`src/rtl/traffic_pkg.sv`:
```
// Phase codes, lamp encodings and decode helpers shared by the traffic phase controller.
package traffic_pkg;

  typedef enum logic [2:0] {
    NS_GREEN  = 3'd0,
    NS_YELLOW = 3'd1,
    ALL_RED_A = 3'd2,
    EW_GREEN  = 3'd3,
    EW_YELLOW = 3'd4,
    ALL_RED_B = 3'd5
  } phase_t;

  localparam logic [2:0] LT_RED = 3'b100;
  localparam logic [2:0] LT_YEL = 3'b010;
  localparam logic [2:0] LT_GRN = 3'b001;

  // A pedestrian request never leaves more than this many green seconds.
  localparam logic [6:0] PED_LIMIT = 7'd5;

  typedef struct packed {
    logic [2:0] ns;
    logic [2:0] ew;
  } lights_t;

  function automatic lights_t decode_lights(input phase_t p);
    lights_t l;
    case (p)
      NS_GREEN:  l = '{ns: LT_GRN, ew: LT_RED};
      NS_YELLOW: l = '{ns: LT_YEL, ew: LT_RED};
      EW_GREEN:  l = '{ns: LT_RED, ew: LT_GRN};
      EW_YELLOW: l = '{ns: LT_RED, ew: LT_YEL};
      default:   l = '{ns: LT_RED, ew: LT_RED};
    endcase
    return l;
  endfunction

  function automatic phase_t next_phase(input phase_t p);
    phase_t n;
    case (p)
      NS_GREEN:  n = NS_YELLOW;
      NS_YELLOW: n = ALL_RED_A;
      ALL_RED_A: n = EW_GREEN;
      EW_GREEN:  n = EW_YELLOW;
      EW_YELLOW: n = ALL_RED_B;
      default:   n = NS_GREEN;
    endcase
    return n;
  endfunction

  function automatic logic is_green(input phase_t p);
    return (p == NS_GREEN) || (p == EW_GREEN);
  endfunction

endpackage

```
`src/rtl/btn_edge.sv`:
```
// Two-flop synchronizer for an active-low raw button followed by a falling-edge
// detector; a press of any length yields one single-cycle pulse.
module btn_edge (
  input  logic clk_16,
  input  logic rst_n,
  input  logic btn,
  output logic press
);

  // sync[0..1] are the synchronizer, sync[2] holds the previous synchronized level.
  logic [2:0] sync;

  always_ff @(posedge clk_16 or negedge rst_n) begin
    if (!rst_n) begin
      sync <= 3'b111;
    end else begin
      sync <= {sync[1:0], btn};
    end
  end

  assign press = sync[2] & ~sync[1];

endmodule

```
`src/rtl/traffic_phase_ctrl.sv`:
```
// Two-way traffic light phase sequencer with per-second countdown, pause and
// adjustable green length. Optional pedestrian shortening: define PED_REQ_EN.
module traffic_phase_ctrl
  import traffic_pkg::*;
#(
  parameter int TICK_DIV   = 16_000_000,
  parameter int GREEN_DEF  = 20,
  parameter int GREEN_MIN  = 5,
  parameter int GREEN_MAX  = 60,
  parameter int YELLOW_LEN = 3,
  parameter int ALLRED_LEN = 1
) (
  input  logic       clk_16,
  input  logic       rst_n,
  input  logic       pause,
  input  logic       btn_up,
  input  logic       btn_dn,
`ifdef PED_REQ_EN
  input  logic       ped_req,
`endif
  output logic [2:0] light_ns,
  output logic [2:0] light_ew,
  output logic [2:0] phase,
  output logic [3:0] cnt_tens,
  output logic [3:0] cnt_ones,
  output logic [6:0] green_len
);

  localparam int TW = (TICK_DIV > 1) ? $clog2(TICK_DIV) : 1;
  localparam logic [TW-1:0] TICK_LAST = TW'(TICK_DIV - 1);
  localparam logic [6:0] G_DEF  = 7'(GREEN_DEF);
  localparam logic [6:0] G_MIN  = 7'(GREEN_MIN);
  localparam logic [6:0] G_MAX  = 7'(GREEN_MAX);
  localparam logic [6:0] Y_LEN  = 7'(YELLOW_LEN);
  localparam logic [6:0] AR_LEN = 7'(ALLRED_LEN);

  logic [TW-1:0] tick_cnt;
  logic          tick;
  phase_t        state;
  phase_t        state_next;
  logic [6:0]    remain;
  logic [6:0]    remain_next;
  logic [6:0]    load_len;
  lights_t       lights_next;
  logic          up_press;
  logic          dn_press;

  btn_edge u_btn_up (
    .clk_16 (clk_16),
    .rst_n  (rst_n),
    .btn    (btn_up),
    .press  (up_press)
  );

  btn_edge u_btn_dn (
    .clk_16 (clk_16),
    .rst_n  (rst_n),
    .btn    (btn_dn),
    .press  (dn_press)
  );

`ifdef PED_REQ_EN
  logic ped_press;
  logic ped_pend;
  logic ped_pend_next;

  btn_edge u_btn_ped (
    .clk_16 (clk_16),
    .rst_n  (rst_n),
    .btn    (ped_req),
    .press  (ped_press)
  );

  always_ff @(posedge clk_16 or negedge rst_n) begin
    if (!rst_n) begin
      ped_pend <= 1'b0;
    end else begin
      ped_pend <= ped_pend_next;
    end
  end
`endif

  // Pausing freezes the count mid-second so resuming neither loses nor repeats a tick.
  always_ff @(posedge clk_16 or negedge rst_n) begin
    if (!rst_n) begin
      tick_cnt <= '0;
    end else if (pause) begin
      tick_cnt <= tick_cnt;
    end else if (tick_cnt == TICK_LAST) begin
      tick_cnt <= '0;
    end else begin
      tick_cnt <= tick_cnt + TW'(1);
    end
  end

  assign tick = ~pause & (tick_cnt == TICK_LAST);

  always_ff @(posedge clk_16 or negedge rst_n) begin
    if (!rst_n) begin
      green_len <= G_DEF;
    end else begin
      case ({up_press, dn_press})
        2'b10: begin
          if (green_len < G_MAX) begin
            green_len <= green_len + 7'd1;
          end
        end
        2'b01: begin
          if (green_len > G_MIN) begin
            green_len <= green_len - 7'd1;
          end
        end
        default: green_len <= green_len;
      endcase
    end
  end

  always_comb begin
    state_next  = state;
    remain_next = remain;
    load_len    = green_len;
`ifdef PED_REQ_EN
    ped_pend_next = ped_pend | (ped_press & ~is_green(state));
`endif
    case (state)
      NS_GREEN, NS_YELLOW, ALL_RED_A, EW_GREEN, EW_YELLOW, ALL_RED_B: begin
        if (tick && (remain <= 7'd1)) begin
          state_next = next_phase(state);
          case (state_next)
            NS_YELLOW, EW_YELLOW: load_len = Y_LEN;
            ALL_RED_A, ALL_RED_B: load_len = AR_LEN;
            default:              load_len = green_len;
          endcase
`ifdef PED_REQ_EN
          if (is_green(state_next) && ped_pend_next) begin
            if (load_len > PED_LIMIT) begin
              load_len = PED_LIMIT;
            end else begin
              load_len = load_len;
            end
            ped_pend_next = 1'b0;
          end else begin
            ped_pend_next = ped_pend_next;
          end
`endif
          remain_next = load_len;
        end else if (tick) begin
          remain_next = remain - 7'd1;
        end else begin
          remain_next = remain;
        end
`ifdef PED_REQ_EN
        // A green already running is cut short directly rather than latched.
        if (ped_press && is_green(state) && (remain > PED_LIMIT)) begin
          remain_next = PED_LIMIT;
        end else begin
          remain_next = remain_next;
        end
`endif
      end
      default: begin
        state_next  = NS_GREEN;
        remain_next = green_len;
      end
    endcase
  end

  assign lights_next = decode_lights(state_next);

  // Lamps decode the next phase so they change on the same edge as the phase register.
  always_ff @(posedge clk_16 or negedge rst_n) begin
    if (!rst_n) begin
      state    <= NS_GREEN;
      remain   <= G_DEF;
      light_ns <= LT_GRN;
      light_ew <= LT_RED;
    end else begin
      state    <= state_next;
      remain   <= remain_next;
      light_ns <= lights_next.ns;
      light_ew <= lights_next.ew;
    end
  end

  assign phase    = state;
  assign cnt_tens = 4'(remain / 7'd10);
  assign cnt_ones = 4'(remain % 7'd10);

endmodule

```
`config.mk`:
```
export PLATFORM = sky130hd
export DESIGN_NAME = traffic_phase_ctrl
export DESIGN_NICKNAME = d
export VERILOG_FILES = /design/src/rtl/traffic_pkg.sv /design/src/rtl/btn_edge.sv /design/src/rtl/traffic_phase_ctrl.sv
export SDC_FILE = /design/constraint.sdc
export NUM_CORES = 1
export LEC_CHECK = 0
export CAP_MARGIN = 40
export CORE_MARGIN = 1.5
export CORE_UTILIZATION = 60
export DETAILED_ROUTE_END_ITERATION = 8
export MAX_ROUTING_LAYER = met4
export PLACE_DENSITY = 0.82
export SLEW_MARGIN = 20
export SYNTH_ARGS = -nofsm -noshare
export SYNTH_HDL_FRONTEND = slang
export SYNTH_SLANG_ARGS = --single-unit
```
`constraint.sdc`:
```
create_clock -name clk_16 -period 4.6 [get_ports clk_16]
set_input_delay 0.46 -clock clk_16 [delete_from_list [all_inputs] [get_ports clk_16]]
set_output_delay 0.46 -clock clk_16 [all_outputs]
set_load 0.03 [all_outputs]
```
=== Word-level counts from Yosys, hierarchy flattened ===
Cells that the tools add are included.

* Register bits after elaboration: 53
* Output and inout port bits: 24
* Logic and storage cells: 63
* Input port bits: 5

* Bitwise logic cells: 6
* Div/mod/pow operators: 2
* Add/subtract/negate cells: 4
* Reduce and logical (&&, ||, !) cells: 8
* Muxes and demuxes: 14
* Eq/ne operators: 18
* $lt $le $gt $ge: 3

{| class="wikitable"
|+ Operator list
! operator !! number
|-
| 2-to-1 mux 7 bit || 5
|-
| one-hot mux 7 bit (2 select lines) || 2
|-
| adder 24 x 1 -> 24 bit (second input constant) || 1
|-
| == test 24 bit (second input constant) || 1
|-
| 2-to-1 mux 24 bit || 1
|-
| one-hot mux 6 bit (4 select lines) || 1
|-
| == test 3 bit (second input constant) || 5
|-
| one-hot mux 3 bit (5 select lines) || 1
|-
| subtractor 7 x 1 -> 7 bit (second input constant) || 2
|-
| == test 3 x 2 -> 1 bit (second input constant) || 4
|-
| 2-to-1 mux 3 bit || 4
|-
| == test 3 x 1 -> 1 bit (second input constant) || 3
|-
| adder 7 x 1 -> 7 bit (second input constant) || 1
|-
| divider 7 x 4 -> 7 bit (second input constant) || 1
|-
| > comparator 7 x 3 -> 1 bit (second input constant) || 1
|-
| less-or-equal comparator 7 x 1 -> 1 bit (second input constant) || 1
|-
| less-than comparator 7 x 6 -> 1 bit (second input constant) || 1
|-
| remainder unit 7 x 4 -> 7 bit (second input constant) || 1
|-
| logical NOT 3 bit || 2
|-
| OR reduction 6 bit || 1
|-
| inequality test 2 bit (second input constant) || 2
|-
| OR reduction 2 bit || 2
|-
| AND 1 bit || 3
|-
| inequality test 3 bit (second input constant) || 1
|-
| 6 further kinds || 8
|}

=== Longest topological paths before layout ===
* Depth in word-level cells: 10
* Mapped depth: 12
* Mapped depth without buffers: 11

=== By module ===
From an unflattened synthesis, not the netlist that was laid out.

* Cells, all modules: 346
* Area total of the unflattened synthesis: 3283.1 µm²

{| class="wikitable"
|+ By module, submodules not included
! module !! cells an instance !! area each (µm²) !! seq. area each (µm²) !! instances
|-
| traffic_phase_ctrl || 338 || 3098.0 || 1183.6 || 1
|-
| btn_edge || 4 || 92.6 || 78.8 || 2
|}

=== Worst setup path after synthesis ===
Ideal clock, no wire load.

* Path kind: reg2out
* Start point: register remain[4]
* End point: output cnt_ones[1]
* Path buffers: 2
* Path slack: 1.291 ns
* Data arrival time: 2.849 ns
* Cell stages (with the launch flop): 11
* Path through: dfstp_2 > buf_2 > or4bb_1 > a31o_2 > o211a_1 > ha_1 > clkbuf_1 > a22oi_1 > o21ai_0 > o211a_1 > xnor2_1

* Cells in the longest elaborated chain, start to end: 1

{| class="wikitable"
|+ Ends and longest elaborated chain
! what !! line !! text
|-
| start, declared || traffic_phase_ctrl.sv:41 || <nowiki>logic [6:0] remain;</nowiki>
|-
| start signal, assigned || traffic_phase_ctrl.sv:179 || <nowiki>remain <= remain_next;</nowiki>
|-
| remainder unit 7 x 4 -> 7 bit || traffic_phase_ctrl.sv:187 || <nowiki>assign cnt_ones = 4'(remain % 7'd10);</nowiki>
|-
| end, declared || traffic_phase_ctrl.sv:25 || <nowiki>output logic [3:0] cnt_ones,</nowiki>
|}

No other way between the ends.

=== Worst setup path in the final report ===
* Start point: register remain[4]
* End point: output cnt_ones[3]

The elaborated chain is that of the path after synthesis.

==> metrics.yaml <==
timing:
  layout_setup_ws_ns: 0.262
  max_freq_ghz: 0.231
  fin_crit_ns: 4.34
  rsz0062_at_grt: "false"
  finClkSkew_ns: 0.00769
  drv_slew: 0
  slew_headroom_pct: 48.8
  worst_slew_pin_slew_ns: 0.761
  final_hold_viol_count: 0
  setup_viol: 0
  tns_ns: 0
  finalCritPeriodShare_pct: 94.3
final_layout:
  drive_gt1_share_pct: 10.7
  fin_cells: 433
  nFillCells: 440
  seq_area_sq_um: 1340
  insertedDiodeCount: 0
  multi_input_area_sq_um: 1770
  area_growth_pct: 12.0
  final_nets: 381
detailed_routing:
  via_per_inst: 5.75
  post-route-drc-count: 0
  ant_nets: 0
  num_vias: 2489
  dr.pass1.iters: 5
  drt_iter0_markers: 147
  routed_wl_um: 6480
  wl_per_cell_um: 15.0
die:
  start_util_pct: 62.9
  die_height_um: 76.4
  die_area_sq_um: 5840
  coreArea_sq_um: 5140
  num_rows: 26
  die_w_um: 76.4
  io_pins: 29
logic_synthesis:
  synth_area_sq_um: 3230
  syn_inst: 342
  synth-edff-count: 0
  yosysTopAreaCell: "dfrtp_1"
  synth_top_area_share_pct: 31.7
  synth_nets: 361
  yosysWarnings: 0
  avgSynthCellArea_sq_um: 9.45
  ys_seq_area_share_pct: 41.5
  synth-async-reset-ratio_pct: 100
  ys_top_cells_by_area: "dfrtp_1 32%, dfstp_2 9.8%, ha_1 5.0%"
  ys_seq_elements: 53
  synth-main-ff-cell: "dfrtp_1"
  synth_cell_types: 61
critical_path:
  crit_family: "compound AO/OA/AOI/OAI gates"
  crit_buf_inv: 1
  critPathLaunchType: "flip-flop"
  worstSetupPathType: "reg -> out"
  max_stage_delay_ns: 0.71
  r2r_start: "tick_cnt[1]$_DFFE_PN0N_"
  r2r-end: "remain[0]$_DFFE_PN0P_"
  reg2reg_depth: 8
  cp.arrival_ns: 3.88
  end_kind: "primary output"
  path_common_cell: "nor2_1"
  crit_chain: "or4bb_1, a31o_2, o211a_1, ha_1, nor2_1, nor2_1, a21oi_1, o21ai_0, a32o_1, a211o_1, clkdlybuf4s50_1"
  crit_slowest_cell: "dfstp_2"
  r2r_slack_ns: 1.89
  required_ns: 4.14
  crit_fanout: 19
outcome:
  status: "finished, final reports clean"
cts:
  clkTransAtPathRegs_ns: 0.10
  htreeDepth: 2
  cts_buffers: 5
  post_cts_resized: 0
  clk_latency_ns: 0.31
  postCtsSetupRepairBufs: 0
  root_buffer: "clkbuf_8"
  clockBufferDepth: 2
  clkSinkCount: 53
  hold_buffers: 0
  cts_tree: "built"
placement:
  dp_hpwl_um: 4610
  port_buffers: 28
  place_inst: 425
  pre_cts_slack_ns: 0.613
  gp_congestion: 0.865
power_and_ir_drop:
  p_per_area_nw_per_um2: 344
  p_leak_nw: 1.57
  peakVddDrop_uv: 322
global_routing:
  grt_antenna_before_repair: 0
  grt_pass1_vias: 2358
  grt_max_degree: 54
  grt_overflow: 0
  grt_usage_pct: 24.5
  grt_pass1_wl_um: 11300
min_path:
  worstHoldPathType: "in -> async"
job:
  drv.max_cap_violation_count: 0
layout make-up:
| type | count | share of cell area, % |
|---|---|---|
| multi-input cells | 262 | 48.9 |
| flip-flops and latches | 53 | 37.1 |
| repair buffers | 30 | 8.02 |
| well taps | 70 | 2.42 |
| clock buffers | 5 | 1.90 |
| inverters | 10 | 1.04 |
| clock inverters | 3 | 0.692 |
report_power, final:
part	switching (mW)	total [mW]	internal [mW]	leakage, nW
clock network	0.161	0.271	0.110	0.0447
registers	0.0817	0.613	0.531	0.672
logic	0.190	0.361	0.171	0.856
total	0.432	1.24	0.813	1.57
worst max path at each step:
stage	endpoint	depth (start not counted)	slack, ns	start
6_report	cnt_ones[3]	11	0.26	remain[4]$_DFFE_PN1P_
5_1_grt	cnt_ones[3]	11	0.05	remain[4]$_DFFE_PN1P_
4_1_cts	cnt_ones[3]	11	0.25	remain[4]$_DFFE_PN1P_
3_5_place_dp	cnt_ones[3]	11	0.61	remain[4]$_DFFE_PN1P_
3_3_place_gp	cnt_ones[3]	11	0.72	remain[4]$_DFFE_PN1P_
2_1_floorplan	cnt_ones[1]	10	1.29	remain[4]$_DFFE_PN1P_
synthesized netlist by cell type, types with 3 or more instances:
cell       n
xor2_1    14
nand2_1   26
nor2b_1    8
nor3_1     7
a21o_1     4
nand3_1   12
a21oi_1   17
buf_2      4
xnor2_1   17
dfrtp_1   41
and3_1     3
nor2_1    37
dfstp_2   12
inv_1     10
mux2_2     5
o21ai_0   23
nor4_1     5
ha_1      13
clkbuf_1   9
nand4_1    6
nand4b_1   3
nand2b_1  10
nand3b_1   3
a22oi_1    4
mux2i_1    7
buf_4      3
worst register-to-register path: stages, from the launching register on:
cell,delay [ns]
dfrtp_1,0.41
ha_1,0.23
nand4b_2,0.15
or2_1,0.45
nor4_4,0.55
and2_1,0.41
nor2_2,0.07
a221o_1,0.32
o21ai_2,0.06
registers in the layout, summed over array words and instances, names as in the netlist:
| register | cells |
|---|---|
| remain | 7 |
| green_len | 7 |
| light_ew | 3 |
| light_ns | 3 |
| phase | 3 |
| tick_cnt | 24 |
| u_btn_dn.sync | 3 |
| u_btn_up.sync | 3 |
cell usage in the layout (no fill, tap or decap), drive strengths merged, types with 2 or more instances in the layout:
cell,instances
a31oi,2
dfrtp,41
nand3b,3
nor2b,8
o211ai,2
nand2b,10
nor3,8
xor2,14
and3,3
o21ai,24
inv,11
nand2,26
ha,13
nand4,6
or2,2
a21o,4
o211a,2
dfstp,12
nand3,12
and2,2
a22oi,4
mux2,5
clkdlybuf4s50,27
o41ai,2
nor4,6
a21oi,17
mux2i,7
nor2,38
buf,3
clkbuf,5
nand4b,4
xnor2,17
stage by stage:
stage | utilization (%) | cell area [sq um] | power, mW | hold WS [ns]
floorplan | - | 3230 | 0.851 | 0.164
global placement | 68.5 | 3520 | 0.964 | 0.346
detailed placement | 68.5 | 3520 | 0.977 | 0.347
CTS | 70.4 | 3620 | 1.25 | 0.271
global route | 70.4 | 3620 | 1.31 | 0.310
finish | 70.4 | 3620 | 1.24 | 0.250
kinds of logic (layout without fill, tap and decap cells):
family          count (synthesis)  count (layout)  synth area share [%]
compound gates                 71              71                  14.6
xor+xnor                       31              31                  8.40
fa+ha+maj                      14              14                  5.65
buf+inv                        27              48                  3.87
flops                          53              53                  41.5
mux                            12              12                  3.91
simple gates                  134             134                  22.1
layer usage:
metal / track usage, % / part of all wire [%] / up-vias
met4: 7.04 / 1.2 / 0
met2: 39.5 / 49 / 55
met1: 32.5 / 46 / 1176
li1: - / - / 1251
met3: 3.47 / 3.3 / 7
met5: - / 0 / -
No activity file was read; power rests on OpenSTA's default activity.
